**src/rtl/ic_trace_pkg.sv**
```systemverilog
// Purpose     : shared types and constants for the ic_trace monitor.
// Latency     : n/a (types only).
// Backpressure: n/a (types only).
//
// Contents:
//   IC_DROP_CNT_W        width of the saturating drop counter
//   ic_ch_w()            channel-index width, never below 1
//   ic_trace_entry_t     trace entry {ch, data, ts, ovf} at the default geometry
//   `IC_TRACE_ENTRY_T    same entry layout for any channel/data/timestamp width
package ic_trace_pkg;

    localparam int IC_DROP_CNT_W = 16;

    localparam int IC_DEF_NUM_CH = 4;
    localparam int IC_DEF_DATA_W = 32;
    localparam int IC_DEF_TS_W   = 32;

    // A single channel still needs a 1-bit index field.
    function automatic int ic_ch_w(input int num_ch);
        return (num_ch > 1) ? $clog2(num_ch) : 1;
    endfunction

    typedef struct packed {
        logic [ic_ch_w(IC_DEF_NUM_CH)-1:0] ch;
        logic [IC_DEF_DATA_W-1:0]          data;
        logic [IC_DEF_TS_W-1:0]            ts;
        logic                              ovf;
    } ic_trace_entry_t;

endpackage

// Parametrised form of ic_trace_entry_t, for instances that override the default geometry.
`define IC_TRACE_ENTRY_T(CHW, DW, TSW) struct packed { logic [(CHW)-1:0] ch; logic [(DW)-1:0] data; logic [(TSW)-1:0] ts; logic ovf; }

```
**src/rtl/ic_trace_fifo.sv**
```systemverilog
// Purpose     : synchronous first-word-fallthrough FIFO for trace entries.
// Latency     : a push is visible on rdata the cycle after it is written.
// Backpressure: push is ignored when full unless a pop happens in the same cycle.
//
// Ports:
//   clk, rst_n      clock, synchronous active-low reset
//   push, wdata     write strobe and entry
//   full            no free entry
//   pop             consume the head entry (ignored when empty)
//   rdata, empty    head entry (zero while empty) and empty flag
//   level           current occupancy, 0..DEPTH
module ic_trace_fifo
    import ic_trace_pkg::*;
#(
    parameter int WIDTH = 8,
    parameter int DEPTH = 16
) (
    input  logic                   clk,
    input  logic                   rst_n,
    input  logic                   push,
    input  logic [WIDTH-1:0]       wdata,
    output logic                   full,
    input  logic                   pop,
    output logic [WIDTH-1:0]       rdata,
    output logic                   empty,
    output logic [$clog2(DEPTH):0] level
);

    localparam int AW = $clog2(DEPTH);

    logic [WIDTH-1:0] mem [DEPTH];
    logic [AW-1:0]    wr_ptr;
    logic [AW-1:0]    rd_ptr;
    logic [AW:0]      count;
    logic             wr_en;
    logic             rd_en;

    assign empty = (count == '0);
    assign full  = (count == (AW+1)'(DEPTH));
    assign level = count;

    assign rd_en = pop & ~empty;
    // A full FIFO still takes a write when the head leaves in the same cycle.
    assign wr_en = push & (~full | rd_en);

    // Head is gated so the outputs read as zero while nothing is queued.
    assign rdata = empty ? '0 : mem[rd_ptr];

    always_ff @(posedge clk) begin
        if (wr_en) begin
            mem[wr_ptr] <= wdata;
        end
    end

    always_ff @(posedge clk) begin
        if (!rst_n) begin
            wr_ptr <= '0;
            rd_ptr <= '0;
            count  <= '0;
        end else begin
            if (wr_en) begin
                wr_ptr <= wr_ptr + AW'(1);
            end
            if (rd_en) begin
                rd_ptr <= rd_ptr + AW'(1);
            end
            case ({wr_en, rd_en})
                2'b10:   count <= count + (AW+1)'(1);
                2'b01:   count <= count - (AW+1)'(1);
                default: count <= count;
            endcase
        end
    end

endmodule

```
**src/rtl/ic_trace_mon.sv**
```systemverilog
// Purpose     : multi-channel trace monitor; timestamps channel samples and streams them out.
// Latency     : a sample in cycle N reaches tr_* in cycle N+2 at the earliest.
// Backpressure: tr_ready low fills the FIFO, then the hold regs; further samples are dropped and counted.
//
// Ports:
//   clk, rst_n          clock, synchronous active-low reset
//   en, on_change       capture enable; capture only changed values
//   ch_valid, ch_data   per-channel strobe and sample (channel i at [i*DATA_W +: DATA_W])
//   tr_valid, tr_ready  trace stream handshake
//   tr_ch, tr_data,     source channel, sample, capture timestamp,
//   tr_ts, tr_ovf       and "samples on this channel were dropped before this entry"
//   drop_cnt            saturating total of dropped samples
//   level               trace FIFO occupancy
//
// Build option: define IC_TRACE_PRINT_EN to log every trace handshake with $display
// (simulation-only). Without it the block is plain RTL; ports and timing are identical.
module ic_trace_mon
    import ic_trace_pkg::*;
#(
    parameter int NUM_CH = 4,
    parameter int DATA_W = 32,
    parameter int DEPTH  = 16,
    parameter int TS_W   = 32
) (
    input  logic                       clk,
    input  logic                       rst_n,
    input  logic                       en,
    input  logic                       on_change,
    input  logic [NUM_CH-1:0]          ch_valid,
    input  logic [NUM_CH*DATA_W-1:0]   ch_data,
    output logic                       tr_valid,
    input  logic                       tr_ready,
    output logic [ic_ch_w(NUM_CH)-1:0] tr_ch,
    output logic [DATA_W-1:0]          tr_data,
    output logic [TS_W-1:0]            tr_ts,
    output logic                       tr_ovf,
    output logic [IC_DROP_CNT_W-1:0]   drop_cnt,
    output logic [$clog2(DEPTH):0]     level
);

    localparam int CH_W  = ic_ch_w(NUM_CH);
    localparam int LVL_W = $clog2(DEPTH) + 1;

    typedef `IC_TRACE_ENTRY_T(CH_W, DATA_W, TS_W) entry_t;

    localparam int ENTRY_W = $bits(entry_t);

    // Free-running timestamp, independent of en.
    logic [TS_W-1:0]          ts_q;

    // Per-channel one-deep hold register in front of the arbiter.
    logic [NUM_CH-1:0]        hold_vld;
    logic [DATA_W-1:0]        hold_data [NUM_CH];
    logic [TS_W-1:0]          hold_ts   [NUM_CH];

    // Last accepted value per channel, for on_change filtering.
    logic [NUM_CH-1:0]        last_vld;
    logic [DATA_W-1:0]        last_data [NUM_CH];

    logic [NUM_CH-1:0]        ovf_pend;
    logic [CH_W-1:0]          rr_ptr;
    logic [IC_DROP_CNT_W-1:0] drop_cnt_q;

    logic [NUM_CH-1:0]        req;
    logic [NUM_CH-1:0]        accept;
    logic [NUM_CH-1:0]        drop;
    logic [NUM_CH-1:0]        gnt_oh;
    logic                     gnt_any;
    logic [CH_W-1:0]          gnt_ch;
    logic [IC_DROP_CNT_W:0]   drop_sum;

    entry_t                   push_entry;
    entry_t                   pop_entry;
    logic                     fifo_full;
    logic                     fifo_empty;
    logic                     fifo_pop;
    logic [LVL_W-1:0]         fifo_level;

    // ------------------------------------------------------------------
    // Capture requests
    // ------------------------------------------------------------------
    always_comb begin
        req = '0;
        for (int i = 0; i < NUM_CH; i++) begin
            req[i] = en & ch_valid[i] &
                     (~on_change | ~last_vld[i] |
                      (ch_data[i*DATA_W +: DATA_W] != last_data[i]));
        end
    end

    // A busy hold reg can still take a new sample in the cycle it drains.
    assign accept = req & (~hold_vld | gnt_oh);
    assign drop   = req & ~accept;

    // ------------------------------------------------------------------
    // Round-robin arbiter: first scan from rr_ptr upward, then wrap to the
    // low channels. Nothing is granted while the FIFO is full.
    // ------------------------------------------------------------------
    always_comb begin
        gnt_oh  = '0;
        gnt_any = 1'b0;
        if (!fifo_full) begin
            for (int i = 0; i < NUM_CH; i++) begin
                if (!gnt_any && hold_vld[i] && (i >= int'(rr_ptr))) begin
                    gnt_oh[i] = 1'b1;
                    gnt_any   = 1'b1;
                end
            end
            for (int i = 0; i < NUM_CH; i++) begin
                if (!gnt_any && hold_vld[i]) begin
                    gnt_oh[i] = 1'b1;
                    gnt_any   = 1'b1;
                end
            end
        end
    end

    always_comb begin
        gnt_ch     = '0;
        push_entry = '0;
        for (int i = 0; i < NUM_CH; i++) begin
            if (gnt_oh[i]) begin
                gnt_ch          = CH_W'(i);
                push_entry.ch   = CH_W'(i);
                push_entry.data = hold_data[i];
                push_entry.ts   = hold_ts[i];
                push_entry.ovf  = ovf_pend[i];
            end
        end
    end

    // Several channels can drop in one cycle; the total saturates.
    assign drop_sum = {1'b0, drop_cnt_q} + (IC_DROP_CNT_W+1)'($countones(drop));

    // ------------------------------------------------------------------
    // State
    // ------------------------------------------------------------------
    always_ff @(posedge clk) begin
        if (!rst_n) begin
            ts_q       <= '0;
            hold_vld   <= '0;
            last_vld   <= '0;
            ovf_pend   <= '0;
            rr_ptr     <= '0;
            drop_cnt_q <= '0;
            for (int i = 0; i < NUM_CH; i++) begin
                hold_data[i] <= '0;
                hold_ts[i]   <= '0;
                last_data[i] <= '0;
            end
        end else begin
            ts_q <= ts_q + TS_W'(1);

            if (gnt_any) begin
                if (int'(gnt_ch) == NUM_CH - 1) begin
                    rr_ptr <= '0;
                end else begin
                    rr_ptr <= gnt_ch + CH_W'(1);
                end
            end

            drop_cnt_q <= drop_sum[IC_DROP_CNT_W] ? '1 : drop_sum[IC_DROP_CNT_W-1:0];

            for (int i = 0; i < NUM_CH; i++) begin
                if (accept[i]) begin
                    hold_vld[i]  <= 1'b1;
                    hold_data[i] <= ch_data[i*DATA_W +: DATA_W];
                    hold_ts[i]   <= ts_q;
                    last_vld[i]  <= 1'b1;
                    last_data[i] <= ch_data[i*DATA_W +: DATA_W];
                end else if (gnt_oh[i]) begin
                    hold_vld[i]  <= 1'b0;
                end

                // A drop in the same cycle as the push keeps the flag for the next entry.
                if (drop[i]) begin
                    ovf_pend[i] <= 1'b1;
                end else if (gnt_oh[i]) begin
                    ovf_pend[i] <= 1'b0;
                end
            end
        end
    end

    // ------------------------------------------------------------------
    // Trace FIFO and output stream
    // ------------------------------------------------------------------
    assign fifo_pop = ~fifo_empty & tr_ready;

    ic_trace_fifo #(
        .WIDTH (ENTRY_W),
        .DEPTH (DEPTH)
    ) u_fifo (
        .clk   (clk),
        .rst_n (rst_n),
        .push  (gnt_any),
        .wdata (push_entry),
        .full  (fifo_full),
        .pop   (fifo_pop),
        .rdata (pop_entry),
        .empty (fifo_empty),
        .level (fifo_level)
    );

    assign tr_valid = ~fifo_empty;
    assign tr_ch    = pop_entry.ch;
    assign tr_data  = pop_entry.data;
    assign tr_ts    = pop_entry.ts;
    assign tr_ovf   = pop_entry.ovf;
    assign drop_cnt = drop_cnt_q;
    assign level    = fifo_level;

`ifdef IC_TRACE_PRINT_EN
    // Simulation-only handshake log, one line per accepted trace entry.
    always @(posedge clk) begin
        if (rst_n && tr_valid && tr_ready) begin
            $display("IC_SV:: @%0t ch%0d ts:%0d (%0h)%s", $time, tr_ch, tr_ts, tr_data,
                     tr_ovf ? " OVF" : "");
        end
    end
`endif

endmodule

```
**config.mk**
```make
export PLATFORM = sky130hd
export DESIGN_NAME = ic_trace_mon
export DESIGN_NICKNAME = d
export VERILOG_FILES = /design/src/rtl/ic_trace_pkg.sv /design/src/rtl/ic_trace_fifo.sv /design/src/rtl/ic_trace_mon.sv
export SDC_FILE = /design/constraint.sdc
export NUM_CORES = 1
export LEC_CHECK = 0
export ABC_AREA = 1
export BUFFER_PORTS_ARGS = -buffer_cell sky130_fd_sc_hd__buf_2
export CAP_MARGIN = 15
export CORE_AREA = 2 2 386 388
export DETAILED_ROUTE_END_ITERATION = 10
export DIE_AREA = 0 0 388 390
export PLACE_DENSITY_LB_ADDON = 0.2
export SLEW_MARGIN = 25
export SYNTH_ARGS = -nofsm -noshare
export SYNTH_HDL_FRONTEND = slang
export SYNTH_SLANG_ARGS = --single-unit
```
**constraint.sdc**
```tcl
create_clock -name clk -period 6.88 [get_ports clk]
set_input_delay 0.344 -clock clk [delete_from_list [all_inputs] [get_ports clk]]
set_output_delay 0.344 -clock clk [all_outputs]
set_load 0.1 [all_outputs]
```
==> results of run 1 <==
[layer usage]
metal	vias to the layer above	wire (um)	GRT usage
met1	20000	78200	0.326
met5	-	0	0
met3	246	11500	0.0341
met2	1470	80300	0.359
li1	18100	-	-
met4	0	3990	0.0626
[cells in the mapped netlist (all sizes together), types with 16 or more instances]
| cell | instances | area, um^2 |
|---|---|---|
| a21oi | 115 | 576 |
| buf | 85 | 551 |
| clkbuf | 215 | 808 |
| dfxtp | 79 | 1580 |
| edfxtp | 1328 | 39900 |
| inv | 298 | 1120 |
| nand2 | 478 | 1810 |
| nand3 | 157 | 801 |
| nand4 | 82 | 513 |
| nor2 | 915 | 3980 |
| nor3 | 20 | 105 |
| o2111ai | 24 | 210 |
| o211ai | 74 | 556 |
| o21ai | 588 | 2940 |
| o221ai | 195 | 1710 |
| o22ai | 81 | 513 |
| xnor2 | 38 | 333 |
| xor2 | 16 | 140 |
[logic make-up (layout without fill, tap and decap cells)]
kind of cell / count (synthesis) / in the layout / share of synthesized area
flip-flops: 1407 / 1407 / 0.708
other: 0 / 3 / 0
AND/OR/NAND/NOR: 1670 / 1670 / 0.125
AO/OA/AOI/OAI: 1084 / 1084 / 0.112
XOR/XNOR: 54 / 54 / 0.00808
buffers and inverters: 598 / 1021 / 0.0423
adder cells (fa/ha/maj): 15 / 15 / 0.00372
[power groups by stage]
stage	clock [W]	sequential (W)	combinational (W)
floorplan	0	0.0106	0.00525
global placement	0	0.0105	0.00747
detailed placement	0	0.0105	0.00753
CTS	0.00779	0.0103	0.00760
global route	0.00810	0.0104	0.00803
finish	0.00764	0.0103	0.00755
[state kept, by name (all words and copies together) (netlist names), named ones only]
register	flops
hold_ts	128
u_fifo.level	5
u_fifo.rd_ptr	4
ovf_pend	4
drop_cnt	16
u_fifo.wr_ptr	4
hold_vld	4
ts_q	32
u_fifo.mem	1072
last_vld	4
last_data	128
rr_ptr	2
[tightest hold or removal path: stages]
cell and delay, ps:
buf_2 120, nand2_1 100, inv_1 80, nand3_1 100
a21oi_1 60
[cell type report]
cell class / count / share of cell area
clock inverter: 79 / 0.00992
timing repair buffer: 457 / 0.0492
multi-input combinational: 2823 / 0.218
sequential: 1407 / 0.612
tap: 1930 / 0.0357
inverter: 298 / 0.0168
clock buffer: 187 / 0.0576
antenna: 3 / 0.000111
[timing repair]
action                                  in CTS  in global routing
endpoints found under the setup margin       0                  0
hold endpoints to repair                   132                  0
hold buffers                               130                  0
[final timing paths]
path,slack [ps],from,endpoint
setup / recovery,2050,flip-flop,tr_data[6]
hold / removal,90,en,ovf_pend[2]
setup reg to reg,2160,rr_ptr[1],drop_cnt[13]
hold reg to reg,450,last_vld[0],last_vld[0]
[through the flow]
step / hold slack, ps / util / std cells
after floorplan: 423 / - / 4828
after global placement: 434 / 0.420 / 6781
after detailed placement: 437 / 0.420 / 6784
after CTS: 20.6 / 0.460 / 7180
after global routing: 93.9 / 0.460 / 7183
final: 90.6 / 0.460 / 7184
==> impl_metrics.py, run 1 <==
metrics = {
    "layout": {
        "nNetsFinal": 5288,
        "final_common_cell": "edfxtp_1",
        "area_growth_pct": 15.8,
        "multiInputGateArea_um2": 14800,
        "drive_above_1_share": 0.138,
        "fill_cells": 13400,
        "regArea_um2": 41500,
        "design_area_um2": 67700,
        "layout_common_cells": "1,328 x edfxtp_1, 746 x nor2_1, 579 x o21ai_0",
    },
    "timing": {
        "fin_worst_skew_ps": 34.6,
        "tns_ps": 0,
        "post-route-period-util": 0.702,
        "finalMaxSlewViolations": 0,
        "rsz0062_at_grt": "no",
        "finalSetupViolations": 0,
        "maxSlewHeadroom": 0.271,
        "fin_crit_ps": 4830,
        "fmax_mhz": 207,
        "max_slew.worst_pin.slew_ps": 1090,
        "hold_viol": 0,
        "setup_slack_ps": 2050,
    },
    "global_routing": {
        "grt_overflow": 0,
        "first_global_vias": 38400,
        "grt.total_usage": 0.227,
        "antenna_found_initial": 5,
        "grt_pass1_wl_um": 255000,
        "grt_max_degree": 154,
    },
    "route": {
        "routedWlPerCell_um": 24.2,
        "firstDrtPassIters": 5,
        "vias": 39900,
        "viasPerCell": 5.55,
        "drcViolationCount": 0,
        "routed_wl_um": 174000,
        "dr.first_iter.drc_count": 4268,
        "ant_nets": 0,
    },
    "cts": {
        "h-tree-depth": 4,
        "cts_tree": "done",
        "post_cts_resized": 0,
        "clk_pin_slew_ps": 60,
        "max-clock-path-buffers": 3,
        "cts.sinks": 1407,
        "clock_latency_ps": 780,
        "root_buffer": "clkbuf_16",
        "numCtsBuffers": 149,
        "postCtsSetupRepairBufs": 0,
    },
    "worst_setup_path": {
        "crit_top_cell": "buf_4",
        "arrival_ps": 4480,
        "cp_cell_sequence": "buf_4 -> buf_4 -> o21ai_0 -> o221ai_1 -> nand3_1 -> a21oi_1 -> buf_2",
        "cpLargestDelayFamily": "buffers and inverters",
        "start_kind": "flip-flop",
        "slowest_stage": "buf_4",
        "max_stage_delay_ps": 860,
        "worst-path-stages": 7,
        "endpoint_kind": "output pin",
        "critPathMaxFanout": 99,
        "crit_required_ps": 6540,
        "reg2reg_depth": 26,
        "worstSetupPathType": "flip-flop to output pin",
        "worst-path-buf-inv": 3,
    },
    "power_and_ir_drop": {
        "power.internal_w": 0.0158,
        "p_leak_nw": 23.3,
        "power_w": 0.0255,
        "powerDensity_nw_per_um2": 377,
        "p_sw_w": 0.00972,
        "p_sw_frac": 0.381,
        "power_frac_clock": 0.299,
        "seqPwrFrac": 0.405,
        "combPwrFrac": 0.296,
        "irDropWorstVdd_mv": 0.320,
    },
    "floorplanning": {
        "io_pins": 226,
        "core_area_um2": 147000,
        "dieArea_um2": 151000,
        "die_w_um": 388,
        "fp-row-count": 141,
        "initial_core_util": 0.398,
        "die_h_um": 390,
    },
    "run_status": {
        "run_status": "finished clean",
    },
    "synthesis": {
        "ys_seq_area_frac": 0.708,
        "netlist_area_um2": 58500,
        "yosys.cell_types.count": 43,
        "synth-main-ff-cell": "edfxtp_1",
        "avgSynthCellArea_um2": 12.1,
        "syn_inst": 4828,
        "synth_fp_nets": 4980,
        "yosys_warnings": 0,
        "async_flop_share": 0,
        "synth_edf_count": 1328,
        "synth_seq_cells": 1407,
    },
    "place": {
        "gp_congestion": 0.829,
        "dp_hpwl_um": 92800,
        "placed_area_um2": 61800,
        "post-place-ws_ps": 2180,
        "portBuffers": 225,
    },
    "min_path": {
        "hold_class": "input pin to flip-flop",
        "hold_depth": 5,
    },
    "flow_run": {
        "maxCapViolCount": 0,
    },
}
Note: power is estimated with default switching activity, not from simulation.
==> inputs of run 2 (changes only) <==
==> constraint.sdc (replaced) <==
create_clock -name clk -period 5 [get_ports clk]
set_input_delay 0.25 -clock clk [delete_from_list [all_inputs] [get_ports clk]]
set_output_delay 0.25 -clock clk [all_outputs]
set_load 0.1 [all_outputs]
==> impl_metrics.py, run 2 (synthesis gave the netlist of run 1 again) <==
metrics = {
    "timing": {
        "hold_viol": 0,
        "finalSetupViolations": 0,
        "post-route-period-util": 0.845,
        "rsz0062_at_grt": "no",
        "finalMaxSlewViolations": 0,
        "fin_crit_ps": 4230,
        "max_slew.worst_pin.slew_ps": 1070,
        "setup_slack_ps": 774,
        "fin_worst_skew_ps": 24.4,
        "maxSlewHeadroom": 0.285,
        "fmax_mhz": 237,
    },
    "layout": {
        "fin_util": 0.463,
        "top_regs": "u_fifo.mem x1072, hold_ts x128, last_data x128",
        "largest_reg_flops": 1072,
        "final_common_cell": "edfxtp_1",
        "fill_cells": 13300,
        "regMostFlops": "u_fifo.mem",
        "nNetsFinal": 5306,
        "drive_above_1_share": 0.141,
        "design_area_um2": 68100,
        "regArea_um2": 41500,
        "multiInputGateArea_um2": 14800,
        "layout_common_cells": "1,328 x edfxtp_1, 746 x nor2_1, 579 x o21ai_0",
        "area_growth_pct": 16.3,
    },
    "power_and_ir_drop": {
        "p_leak_nw": 23.4,
        "irDropWorstVdd_mv": 0.485,
        "powerDensity_nw_per_um2": 517,
        "power_w": 0.0352,
    },
    "worst_setup_path": {
        "worstSetupPathType": "flip-flop to output pin",
        "crit_required_ps": 4750,
        "reg2reg_slack_ps": 960,
        "r2r-start": "last_data[0][31]",
        "arrival_ps": 3980,
        "endpoint_kind": "output pin",
        "reg2reg_depth": 23,
        "cp_cell_sequence": "buf_4 -> o21ai_0 -> o221ai_1 -> nand3_1 -> a21oi_1 -> buf_2",
        "max_stage_delay_ps": 740,
        "worst-path-stages": 6,
        "crit_end": "tr_data[3]",
        "start_kind": "flip-flop",
        "worst-path-buf-inv": 2,
        "r2r_end": "drop_cnt[13]",
        "slowest_stage": "dfxtp_4",
        "critPathMaxFanout": 54,
        "cpLargestDelayFamily": "buffers and inverters",
    },
    "floorplanning": {
        "core_area_um2": 147000,
        "fp-row-count": 141,
        "initial_core_util": 0.398,
        "die_w_um": 388,
        "die_h_um": 390,
        "io_pins": 226,
        "dieArea_um2": 151000,
    },
    "cts": {
        "h-tree-depth": 4,
        "postCtsSetupRepairBufs": 0,
        "cts_tree": "done",
        "post_cts_resized": 0,
        "clock_latency_ps": 800,
        "cts.hold.buffers_added": 138,
        "cts.sinks": 1407,
        "root_buffer": "clkbuf_16",
        "clk_pin_slew_ps": 60,
        "max-clock-path-buffers": 3,
        "numCtsBuffers": 150,
    },
    "run_status": {
        "run_status": "finished clean",
    },
    "route": {
        "dr.first_iter.drc_count": 3733,
        "vias": 39800,
        "firstDrtPassIters": 5,
        "viasPerCell": 5.52,
        "ant_nets": 0,
        "drcViolationCount": 0,
        "routedWlPerCell_um": 23.9,
        "routed_wl_um": 172000,
    },
    "min_path": {
        "hold_class": "input pin to flip-flop",
        "hold_depth": 4,
    },
    "global_routing": {
        "first_global_vias": 38600,
        "grt_pass1_wl_um": 252000,
        "grt_overflow": 0,
        "antenna_found_initial": 2,
        "grt.total_usage": 0.224,
        "grt_max_degree": 148,
    },
    "place": {
        "dp_hpwl_um": 95300,
        "gp_congestion": 0.844,
        "placed_area_um2": 62100,
        "portBuffers": 225,
        "post-place-ws_ps": 932,
    },
    "flow_run": {
        "maxCapViolCount": 0,
    },
}
==> run 2: worst min-delay path by stage <==
stage / startpoint / endpoint / slack, ps
global route: ch_data[100] / last_data[3][4] / 310
global placement: last_vld[2] / last_vld[2] / 430
detailed placement: last_vld[2] / last_vld[2] / 440
floorplan: last_vld[0] / last_vld[0] / 420
CTS: ch_data[34] / last_data[1][2] / 260
finish: ch_data[100] / last_data[3][4] / 310
==> run 2: report_power, final <==
group          internal (W)  switching, W  total (W)
Combinational       0.00197       0.00844     0.0104
Clock               0.00589       0.00464     0.0105
Sequential           0.0140      0.000307     0.0143
Total                0.0218        0.0134     0.0352
==> run 2: through the flow <==
step           TNS, ps  hold slack [ps]  instances
3_3_place_gp         0              430       6794
6_report             0              313       7200
3_5_place_dp         0              441       6794
4_1_cts              0              260       7198
5_1_grt              0              314       7198
2_1_floorplan  -107230              423       4828
==> run 2: layout make-up <==
type	count	area share
flip-flops and latches	1407	0.609
repair buffers	474	0.0538
multi-input cells	2823	0.217
diodes	2	0.0000735
clock buffers	190	0.0577
clock inverters	76	0.00967
well taps	1930	0.0355
inverters	298	0.0167
==> run 2: per-layer routing <==
layer,track usage,vias to the layer above,wire (um)
met3,0.0342,245,10500
met2,0.360,1337,80500
li1,-,18100,-
met4,0.0683,0,4500
met1,0.313,20000,76300
met5,0,-,0
==> run 2: worst register-to-register path, stage by stage, from the launching register on <==
cell and delay (ps):
edfxtp_1 350, inv_1 100, nor2_1 50, nor3_1 190
nand3b_1 100, nor2_1 380, nand3_1 260, nand3_1 160
inv_1 80, fa_1 500, inv_1 50, fa_1 350
inv_1 100, fa_1 220, nand3_1 110, nor2_1 140
nand4_1 130, inv_1 110, nand2_1 100, inv_1 90
nand2_1 150, nand2_1 120, o21ai_0 80, inv_1 80
